--- config.mk ---
export PLATFORM = sky130hd
export DESIGN_NAME = fetch_unit
export DESIGN_NICKNAME = d
export VERILOG_FILES = /design/src/rtl/fetch_unit.sv
export SDC_FILE = /design/constraint.sdc
export NUM_CORES = 1
export LEC_CHECK = 0
export ABC_AREA = 1
export CORE_MARGIN = 8
export CORE_UTILIZATION = 50
export CTS_CLUSTER_DIAMETER = 80
export CTS_CLUSTER_SIZE = 12
export DETAILED_ROUTE_END_ITERATION = 10
export PLACE_DENSITY = 0.85
export SLEW_MARGIN = 25
export SYNTH_ARGS = -nofsm -noshare
export SYNTH_HDL_FRONTEND = slang
export SYNTH_SLANG_ARGS = --single-unit
--- constraint.sdc ---
create_clock -name clk -period 4.47 [get_ports clk]
set_input_delay 0.447 -clock clk [delete_from_list [all_inputs] [get_ports clk]]
set_output_delay 0.447 -clock clk [all_outputs]
set_load 0.05 [all_outputs]
--- src/rtl/fetch_unit.sv ---
// Program-counter / instruction-fetch stage feeding decode from a combinational 64x16 ROM.
// Holds one instruction behind a valid/ready handshake and supports branch redirects and HALT detection.
module fetch_unit #(
   parameter int               ADDR_W   = 6,
   parameter int               DATA_W   = 16,
   parameter logic [ADDR_W-1:0] RESET_PC = '0,
   parameter logic [6:0]       HALT_OPC = 7'b1111000
) (
   input  logic              clk,
   input  logic              rst_n,
   output logic [ADDR_W-1:0] imem_addr,
   input  logic [DATA_W-1:0] imem_data,
   output logic [DATA_W-1:0] instr_out,
   output logic [ADDR_W-1:0] instr_pc,
   output logic              instr_valid,
   input  logic              instr_ready,
   input  logic              redirect_valid,
   input  logic [ADDR_W-1:0] redirect_pc,
   output logic              halted,
   output logic [15:0]       fetch_count
);

   typedef enum logic {RUN, HALTED} state_t;

   state_t             state_q, state_d;
   logic [ADDR_W-1:0]  pc_q, pc_d;
   logic [DATA_W-1:0]  instr_q, instr_d;
   logic [ADDR_W-1:0]  ipc_q, ipc_d;
   logic               vld_q, vld_d;
   logic [15:0]        cnt_q, cnt_d;
   logic               load;
   logic               is_halt;

   function automatic logic [15:0] sat_inc(input logic [15:0] v);
      return (v == 16'hFFFF) ? v : v + 16'd1;
   endfunction

   assign imem_addr   = pc_q;
   assign instr_out   = instr_q;
   assign instr_pc    = ipc_q;
   assign instr_valid = vld_q;
   assign halted      = (state_q == HALTED);
   assign fetch_count = cnt_q;

   assign load    = !vld_q || instr_ready;
   assign is_halt = (imem_data[DATA_W-1:DATA_W-7] == HALT_OPC);

   always_comb begin
      state_d = state_q;
      pc_d    = pc_q;
      instr_d = instr_q;
      ipc_d   = ipc_q;
      vld_d   = vld_q;
      cnt_d   = cnt_q;
      if (redirect_valid) begin
         // wrong-path word is dropped; target word arrives on the following clock
         pc_d    = redirect_pc;
         vld_d   = 1'b0;
         state_d = RUN;
      end else begin
         case (state_q)
            RUN: begin
               if (load) begin
                  instr_d = imem_data;
                  ipc_d   = pc_q;
                  vld_d   = 1'b1;
                  cnt_d   = sat_inc(cnt_q);
                  if (is_halt) state_d = HALTED;
                  else         pc_d    = pc_q + 1'b1;
               end
            end
            HALTED: begin
               if (vld_q && instr_ready) vld_d = 1'b0;
            end
            default: state_d = RUN;
         endcase
      end
   end

   always_ff @(posedge clk) begin
      if (!rst_n) begin
         state_q <= RUN;
         pc_q    <= RESET_PC;
         instr_q <= '0;
         ipc_q   <= '0;
         vld_q   <= 1'b0;
         cnt_q   <= '0;
      end else begin
         state_q <= state_d;
         pc_q    <= pc_d;
         instr_q <= instr_d;
         ipc_q   <= ipc_d;
         vld_q   <= vld_d;
         cnt_q   <= cnt_d;
      end
   end

endmodule

# Word level (Yosys, flattened, before mapping)
# Index checks and enable logic that the tools add are counted.
[word_totals]
register_bits = 46
input_bits = 26
output_inout_bits = 46
elab_cells = 37
[op_classes]
n_addsub = 2
eq_ne = 6
muxes = 10
bitwise = 4
n_reduce_logical = 9
[ops]
columns = ["operator", "n"]
rows = [
  ["6-bit 2-to-1 mux", 4],
  ["16-bit by 1-bit adder with 16-bit output, second input constant", 1],
  ["16-bit == test, second input constant", 1],
  ["7-bit == test, second input constant", 1],
  ["6-bit by 1-bit adder with 6-bit output, second input constant", 1],
  ["2-bit != test, second input constant", 3],
  ["3-bit AND reduction", 2],
  ["1-bit 2-to-1 mux", 5],
  ["1-bit NOT", 4],
  ["4-bit AND reduction", 1],
  ["2-bit by 1-bit != test with 1-bit output, second input constant", 1],
  ["1-bit one-hot mux with 2 select lines", 1],
  ["2-bit AND reduction", 1],
  ["2-bit nonzero test", 1],
  ["2-bit OR reduction", 1],
  ["1-bit logical AND", 1],
  ["1-bit zero test", 1],
  ["1-bit logical OR", 1],
]

# Longest topological paths before layout
# Gate-level depths: netlist (run 1).
[logic_depth]
word_depth = 5
ltp_mapped = 10
mapped_depth_nobuf = 10

# Worst setup path before layout (run 1)
# Ideal clock, no wire load.
[synth_timing]
kind = "register -> register"
from = "register cnt_q[0], in the netlist fetch_count[0]"
to = "register cnt_q[13], in the netlist fetch_count[13]"
setup_time_ps = 68
arrival_ps = 1848
required_time_ps = 4402
slack_ps = 2553
path_stages_with_launch = 11
path_buffers = 1
period_less_slack_ps = 1917
cell_sequence = "dfxtp_1 -> ha_1 -> nand2_2 -> nor2_4 -> nand2_4 -> nor2_8 -> nand2_4 -> nand2_4 -> buf_12 -> nand2_2 -> a21oi_2"
[synth_via]
elab_chain_cells = 3
elab_cells_between_ends = 4
cone_classes = "1 x add/sub; 1 x eq/ne; 1 x bitwise; 1 x reduce/logical"
[synth_lines]
columns = ["item", "line_no", "text"]
rows = [
  ["start: declaration", "30", "logic [15:0] cnt_q, cnt_d;"],
  ["start signal: assignment", "94", "cnt_q <= cnt_d;"],
  ["branches (longest 3 deep; another with 16-bit by 1-bit adder with 16-bit output)", "-", ""],
]
# Parallel ways; which one is timed is not known.
# A chain may end at the register's enable or synchronous reset.

# Worst setup path in the final report (run 1)
[layout_timing]
from = "input port instr_ready"
to = "register cnt_q[1], in the netlist fetch_count[1]"
[layout_via]
elab_chain_cells = 2
[layout_lines]
columns = ["item", "line_no", "text"]
rows = [
  ["start: declaration", "16", "input logic instr_ready,"],
  ["1-bit logical OR", "45", "assign load = !vld_q || instr_ready;"],
  ["4-bit AND reduction (no line)", "-", ""],
]
# No other way between the ends.

==> impl_metrics.json, run 1 <==
{
  "cts_tree": "built",
  "cp_data_required_time_ps": 4660,
  "path_delay_family": "buffers and inverters",
  "rsz0062_at_grt": "false",
  "synth_xor_xnor_area_share_pct": 2.31,
  "synth_nets": 355,
  "synth-simple-area-share_pct": 34.5,
  "grt_pass1_vias": 2158,
  "yosysSeqAreaShare_pct": 40.5,
  "synth_top_family_by_area": "simple AND/OR/NAND/NOR gates",
  "via_per_inst": 4.99,
  "worstMarginPinSlew_ps": 938,
  "leakagePower_uw": 0.00123,
  "grt-busiest-layer": "met2",
  "endpoint_kind": "register",
  "dp_hpwl_um": 4510,
  "drcViolationCount": 0,
  "final_nets": 421,
  "coreArea_sq_um": 4380,
  "start_kind": "primary input",
  "cts_buffer_depth": 2,
  "final_common_cell": "clkdlybuf4s50_1",
  "ios": 72,
  "postCtsHoldBufs": 0,
  "synth_seq_cells": 46,
  "hp-class": "reg2reg",
  "fp.dieH_um": 83.5,
  "drive_gt1_share_pct": 6.09,
  "root_buffer": "clkbuf_8",
  "worstSkewPairLatency_ps": 290,
  "grt_start_max_net_pins": 44,
  "grtUsageMet2_pct": 28.6,
  "outcome": "complete, no violations",
  "ant_nets": 0,
  "path_clk_slew_ps": 80,
  "power_density_nw_per_um2": 300,
  "syn_area_sq_um": 2280,
  "cp_num_buf_inv": 2,
  "num_vias": 2226,
  "hold_violations": 0,
  "die-area_sq_um": 6970,
  "path_cells": "clkdlybuf4s50_1 > nor2_1 > nor2_1 > nand2_2 > inv_4 > nand2_4 > o21ai_0 > nor2_1",
  "postPlaceCellArea_sq_um": 2970,
  "place.gp.congestion": 0.852,
  "grt_pass1_wl_um": 10300,
  "period_share_pct": 46.8,
  "setup_viol": 0,
  "fin_util_pct": 69.8,
  "slowest_delay_ps": 460,
  "h-tree-depth": 2,
  "fin_worst_skew_ps": 2.95,
  "port_buffers": 71,
  "met1_usage_pct": 20.6,
  "final_cell_mix": "clkdlybuf4s50_1 (71), nor2_1 (67), nand2_1 (67), dfxtp_1 (46), o21ai_0 (30)",
  "slowest_stage": "clkdlybuf4s50_1",
  "n_fill_cell": 375,
  "yosys_warnings": 0,
  "drt_iter0_markers": 171,
  "synth_compound_area_share_pct": 12.3,
  "relSlewSlack_pct": 37.3,
  "cts_sinks": 46,
  "track_usage_pct": 17.2,
  "fin_crit_ps": 2090,
  "cp_common_cell": "nor2_1",
  "slew_viol_final": 0,
  "path_class": "in2reg",
  "grt_antenna_before_repair": 0,
  "firstDrtPassIters": 4,
  "tns_ps": 0,
  "cts_resized": 0,
  "syn_area_per_cell_sq_um": 6.96,
  "critPathMaxFanout": 43,
  "cts_buffers": 5,
  "wl_um": 5980,
  "drt-wirelength-per-cell_um": 13.4,
  "synth.distinct_cells": 29,
  "synthMuxAreaShare_pct": 0.440,
  "post-cts-setup-buffers": 0,
  "irDropWorstVdd_v": 0.000203,
  "floorplan.rows": 24,
  "start_util_pct": 51.9,
  "cp_data_arrival_time_ps": 2280,
  "num_antenna_cells": 0,
  "grt-ovfl-total": 0,
  "drv_cap": 0,
  "synth_fa_ha_area_share_pct": 1.10,
  "synthCells": 327,
  "max_freq_mhz": 478,
  "met3_usage_pct": 4.39,
  "syn2layout_area_growth_pct": 34.4,
  "fin_area_sq_um": 3060,
  "die_w_um": 83.5
}
path summary, 6_finish.rpt:
check           startpoint              to  slack, ps  cells after the start
max reg2reg    instr_valid  fetch_count[1]       2630                      8
min reg2reg  instr_out[12]   instr_out[12]        490                      2
max            instr_ready  fetch_count[1]       2380                      8
min          instr_out[12]   instr_out[12]        490                      2
where the power goes:
group	switching, uW	internal (uW)
registers	16.4	432
logic	134	74.5
clock network	136	125
routing by layer:
metal / share of wire, % / routed length (um) / vias up
li1: - / - / 1176
met1: 45 / 2690 / 997
met2: 49 / 2940 / 48
met3: 4.8 / 287 / 5
met4: 1.1 / 63 / 0
met5: 0 / 0 / -
through the flow:
| stage | instances | total power (uW) | setup slack (ps) | hold WS [ps] |
|---|---|---|---|---|
| floorplan | 327 | 591 | 2550 | 585 |
| global placement | 438 | 664 | 2150 | 464 |
| detailed placement | 438 | 667 | 2100 | 473 |
| CTS | 446 | 925 | 2410 | 491 |
| global route | 446 | 957 | 2210 | 512 |
| finish | 446 | 917 | 2380 | 488 |
tightest hold or removal path, delay by kind of cell (launching register included):
kind / cells / cell delay (ps)
and+or+nand+nor: 2 / 130
DFF: 1 / 330
state kept, by name (all words and copies together), names as in the netlist:
name,cells
fetch_count,16
instr_pc,6
imem_addr,6
instr_out,16
instr_valid,1
halted,1
logic make-up after synthesis:
logic type	after synthesis
AND/OR/NAND/NOR	176
XOR/XNOR	6
flip-flops	46
adder cells (fa/ha/maj)	2
multiplexers	1
AO/OA/AOI/OAI	53
buffers and inverters	43
area by class of cell:
cell class,instances,area (sq um),share of cell area (%)
clock buffers,7,86.3,2.82
clock inverters,1,5.00,0.164
multi-input cells,238,1150,37.7
flip-flops and latches,46,921,30.1
well taps,52,65.1,2.13
repair buffers,71,711,23.2
inverters,31,119,3.89
cell usage after synthesis (all sizes together):
master   n  area [sq um]
clkbuf   4          15.0
nand3   22           110
nand3b   3          22.5
ha       2          25.0
xor2     5          43.8
nor3     1          16.3
nand2   75           317
dfxtp   46           921
buf      8          68.8
nand4    5          31.3
a211oi   1          7.51
nor2    70           289
mux2i    1          10.0
xnor2    1          8.76
inv     31           119
o21ai   30           150
a21oi   22           121
Note: power is estimated with default switching activity, not from simulation.
==> run 2, diff against run 1 <==
CORE_UTILIZATION = 46   (was 50)
PLACE_DENSITY = 0.79   (was 0.85)
clock period = 2 ns   (was 4.47 ns; I/O delays follow)
==> run 2 against run 1 <==
  * Utilization fell by 3.5 points
  * Setup slack got worse by 2200 ps
  * Worst hold slack got worse by 33 ps
  * Flip-flop and latch count is the same
  * Sequential share of layout area down 0.90 points
  * Die area up 7.0%
  * Via count increased by 4.5%
  * Combinational power up 130%
  * Largest cell class unchanged
==> impl_metrics.json, run 2 (synthesis gave the netlist of run 1 again) <==
{
  "syn2layout_area_growth_pct": 38.5,
  "worstSkewPairLatency_ps": 300,
  "final_nets": 429,
  "fin_area_sq_um": 3150,
  "setup_viol": 0,
  "start_kind": "register",
  "hp-class": "in2reg",
  "outcome": "complete, no violations",
  "drv_cap": 0,
  "worstMarginPinSlew_ps": 546,
  "path_class": "reg2out",
  "irDropWorstVdd_v": 0.000416,
  "num_vias": 2327,
  "dp_hpwl_um": 4740,
  "cts_resized": 0,
  "slowest_stage": "clkdlybuf4s50_1",
  "cp_data_arrival_time_ps": 1640,
  "reg2reg_from": "fetch_count[0]",
  "clockPowerShare_pct": 31.5,
  "die-area_sq_um": 7450,
  "h-tree-depth": 2,
  "coreArea_sq_um": 4750,
  "p_sw_share_pct": 29.9,
  "tns_ps": 0,
  "firstDrtPassIters": 4,
  "grt-ovfl-total": 0,
  "cp_data_required_time_ps": 1800,
  "slew_viol_final": 0,
  "regArea_sq_um": 921,
  "hold_violations": 0,
  "multi_input_comb_area_sq_um": 1150,
  "start_util_pct": 47.9,
  "p_int_uw": 1520,
  "power_density_nw_per_um2": 687,
  "wl_um": 6280,
  "floorplan.rows": 25,
  "drive_gt1_share_pct": 7.71,
  "cts_buffers": 5,
  "dpl.cell_count": 461,
  "fp.dieH_um": 86.3,
  "worstSetupStartpoint": "fetch_count[13]",
  "ant_nets": 0,
  "cp_num_buf_inv": 1,
  "r2r_slack_ps": 240,
  "fin_crit_ps": 1840,
  "fin_cells": 469,
  "relSlewSlack_pct": 63.5,
  "post-cts-setup-buffers": 0,
  "cp-endpoint": "fetch_count[13]",
  "critPathMaxFanout": 6,
  "seqPwrFrac_pct": 46.3,
  "fin_worst_skew_ps": 4.00,
  "final_common_cell": "clkdlybuf4s50_1",
  "endpoint_kind": "primary output",
  "n_fill_cell": 421,
  "root_buffer": "clkbuf_8",
  "path_clk_slew_ps": 80,
  "crit_cells": 1,
  "grt_antenna_before_repair": 0,
  "r2r_cells": 9,
  "final_cell_mix": "clkdlybuf4s50_1 (71), nor2_1 (67), nand2_1 (67), dfxtp_1 (46), o21ai_0 (30)",
  "grt_pass1_wl_um": 10400,
  "combPwrFrac_pct": 22.2,
  "max_freq_mhz": 544,
  "fin_util_pct": 66.3,
  "grt_start_max_net_pins": 24,
  "cts_tree": "built",
  "cts_buffer_depth": 2,
  "grt_pass1_vias": 2189,
  "drt_iter0_markers": 183,
  "path_delay_family": "buffers and inverters",
  "postPlaceCellArea_sq_um": 3050,
  "port_buffers": 71,
  "rsz0062_at_grt": "false",
  "leakagePower_uw": 0.00127,
  "track_usage_pct": 17.1,
  "period_share_pct": 92.0,
  "drt-wirelength-per-cell_um": 13.4,
  "p_switching_uw": 648,
  "place.gp.congestion": 0.863,
  "drcViolationCount": 0,
  "die_w_um": 86.3,
  "ios": 72,
  "worstHoldStart": "imem_data[10]",
  "via_per_inst": 4.96,
  "cts_sinks": 46,
  "slowest_delay_ps": 860,
  "postCtsHoldBufs": 0,
  "timing.rr.end": "fetch_count[3]",
  "num_antenna_cells": 0,
  "path_cells": "clkdlybuf4s50_1"
}
[run 2: through the flow]
stage	hold WS, ps	power (uW)	setup slack (ps)
4_1_cts	447	2190	157
3_5_place_dp	473	1510	229
6_report	455	2160	160
5_1_grt	466	2260	111
2_1_floorplan	338	1320	83.3
3_3_place_gp	462	1500	303
[run 2: how the worst min path moves through the flow]
stage	end	slack, ps	depth (start not counted)
4_1_cts	instr_out[10]	450	3
3_5_place_dp	instr_pc[1]	470	2
3_3_place_gp	instr_out[2]	460	2
6_report	instr_out[10]	450	3
5_1_grt	instr_out[10]	470	3
2_1_floorplan	imem_addr[3]	340	2
[run 2: final cells by class]
cell class                 count  share of cell area, %
clock inverter                 1                  0.952
sequential                    46                   29.2
timing repair buffer          79                   24.4
tap                           67                   2.66
clock buffer                   7                   2.42
inverter                      31                   3.77
multi-input combinational    238                   36.5
[run 2: worst reg2reg max path, cell delays in order (launching register included)]
cell,delay [ps]
dfxtp_1,430
ha_1,230
nand2_2,80
nor2_4,200
nand2_4,100
nor2_8,100
nand2_4,130
nand2_4,180
nand2_1,90
a21oi_1,150
[run 2: power groups by stage]
stage                     registers, uW  logic, uW  clock network, uW
after global routing               1010        512                740
after CTS                          1000        484                702
final                              1000        481                683
after global placement             1020        477                  0
after detailed placement           1020        483                  0
after floorplan                    1190        133                  0
[run 2: per-layer routing]
metal | up-vias | track usage (%) | wire [um]
met3 | 7 | 4.25 | 349
met2 | 72 | 29.6 | 3080
met5 | - | 0 | 0
met4 | 0 | 5.63 | 94
li1 | 1189 | - | -
met1 | 1059 | 20.0 | 2750
==> run 3, diff against run 2 <==
clock period = 1.92 ns   (was 2 ns; I/O delays follow)
==> run 3 against run 2 <==
  * Sequential power increased by 4%
  * Clock-buffer cell count decreased by 1
  * Global-route usage decreased by 0.48 points
  * Clock skew decreased by 0.91 ps
  * Largest power group unchanged
==> impl_metrics.json, run 3 (synthesis gave the netlist of run 1 again) <==
{
  "slew_viol_final": 0,
  "cp-endpoint": "fetch_count[13]",
  "dp_hpwl_um": 4790,
  "outcome": "complete, no violations",
  "fp.dieH_um": 86.3,
  "regArea_sq_um": 921,
  "tns_ps": 0,
  "via_per_inst": 4.94,
  "final_common_cell": "clkdlybuf4s50_1",
  "fin_worst_skew_ps": 3.09,
  "root_buffer": "clkbuf_8",
  "path_delay_family": "buffers and inverters",
  "coreArea_sq_um": 4750,
  "final_nets": 431,
  "post-cts-setup-buffers": 0,
  "cts_sinks": 46,
  "num_vias": 2327,
  "drive_gt1_share_pct": 8.42,
  "leakagePower_uw": 0.00128,
  "port_buffers": 71,
  "max_freq_mhz": 555,
  "grt-ovfl-total": 0,
  "critPathMaxFanout": 6,
  "fin_crit_ps": 1800,
  "hp-class": "in2reg",
  "drcViolationCount": 0,
  "cp_num_buf_inv": 1,
  "slowest_delay_ps": 860,
  "die-area_sq_um": 7450,
  "fin_area_sq_um": 3170,
  "num_antenna_cells": 0,
  "place.gp.congestion": 0.881,
  "h-tree-depth": 2,
  "crit_cells": 1,
  "ant_nets": 0,
  "start_kind": "register",
  "worstSkewPairLatency_ps": 290,
  "cts_tree": "built",
  "hold_violations": 0,
  "worstMarginPinSlew_ps": 534,
  "cts_buffers": 5,
  "ios": 72,
  "grt_pass1_wl_um": 9980,
  "r2r_cells": 9,
  "grt_antenna_before_repair": 0,
  "cts_resized": 0,
  "period_share_pct": 93.8,
  "start_util_pct": 47.9,
  "worstSetupStartpoint": "fetch_count[13]",
  "cts_buffer_depth": 2,
  "r2r_slack_ps": 240,
  "grt_pass1_vias": 2084,
  "slowest_stage": "clkdlybuf4s50_1",
  "multi_input_comb_area_sq_um": 1150,
  "firstDrtPassIters": 4,
  "drt-wirelength-per-cell_um": 13.2,
  "rsz0062_at_grt": "false",
  "syn2layout_area_growth_pct": 39.4,
  "floorplan.rows": 25,
  "wl_um": 6220,
  "cp_data_required_time_ps": 1730,
  "endpoint_kind": "primary output",
  "timing.rr.end": "fetch_count[3]",
  "grt_start_max_net_pins": 20,
  "setup_viol": 0,
  "cp_data_arrival_time_ps": 1610,
  "postPlaceCellArea_sq_um": 3060,
  "postCtsHoldBufs": 0,
  "track_usage_pct": 16.6,
  "irDropWorstVdd_v": 0.000474,
  "drv_cap": 0,
  "final_cell_mix": "clkdlybuf4s50_1 (71), nor2_1 (67), nand2_1 (67), dfxtp_1 (46), o21ai_0 (30)",
  "power_density_nw_per_um2": 714,
  "die_w_um": 86.3,
  "drt_iter0_markers": 104,
  "reg2reg_from": "fetch_count[1]",
  "path_class": "reg2out",
  "path_cells": "clkdlybuf4s50_1",
  "n_fill_cell": 441,
  "path_clk_slew_ps": 80,
  "relSlewSlack_pct": 64.3
}
run 3: stage by stage:
step	hold slack, ps	utilization [%]	worst slack, ps	power [uW]	instances
after floorplan	330	-	3.34	1380	327
after global placement	463	64.4	243	1570	463
after detailed placement	469	64.4	170	1570	463
after CTS	452	66.7	114	2280	471
after global routing	482	66.7	78.4	2350	471
final	457	66.7	120	2260	471
run 3: area by class of cell:
class / instances / area share (%)
Sequential cell: 46 / 29.0
Timing Repair Buffer: 81 / 24.8
Clock buffer: 6 / 2.29
Clock inverter: 2 / 1.18
Tap cell: 67 / 2.64
Inverter: 31 / 3.75
Multi-Input combinational cell: 238 / 36.3
run 3: worst min path at each step:
stage / from / to / cells after the start
after floorplan: rst_n / imem_addr[3] / 2
after global placement: instr_out[6] / instr_out[6] / 2
after detailed placement: halted / halted / 2
after CTS: imem_data[10] / instr_out[10] / 3
after global routing: imem_data[10] / instr_out[10] / 3
final: imem_data[10] / instr_out[10] / 3
run 3: routing by layer:
layer  track usage, %  up-vias  wire [um]
met4             7.04        0         82
li1                 -     1191          -
met1             20.0     1060       2800
met3             2.27        6        261
met5                0        -          0
met2             28.7       70       3070
run 3: report_power, final:
| part | internal (uW) | switching (uW) |
|---|---|---|
| clock network | 389 | 327 |
| registers | 1010 | 36.9 |
| logic | 187 | 320 |
| total | 1580 | 684 |
run 3: worst reg2reg max path: stages, from the launching register on:
cell and delay (ps):
dfxtp_1 430, ha_1 240, nand2_2 80, nor2_4 140, nand2_4 100, nor2_8 100, nand2_4 120, nand2_4 180
nand2_1 80, a21oi_1 130
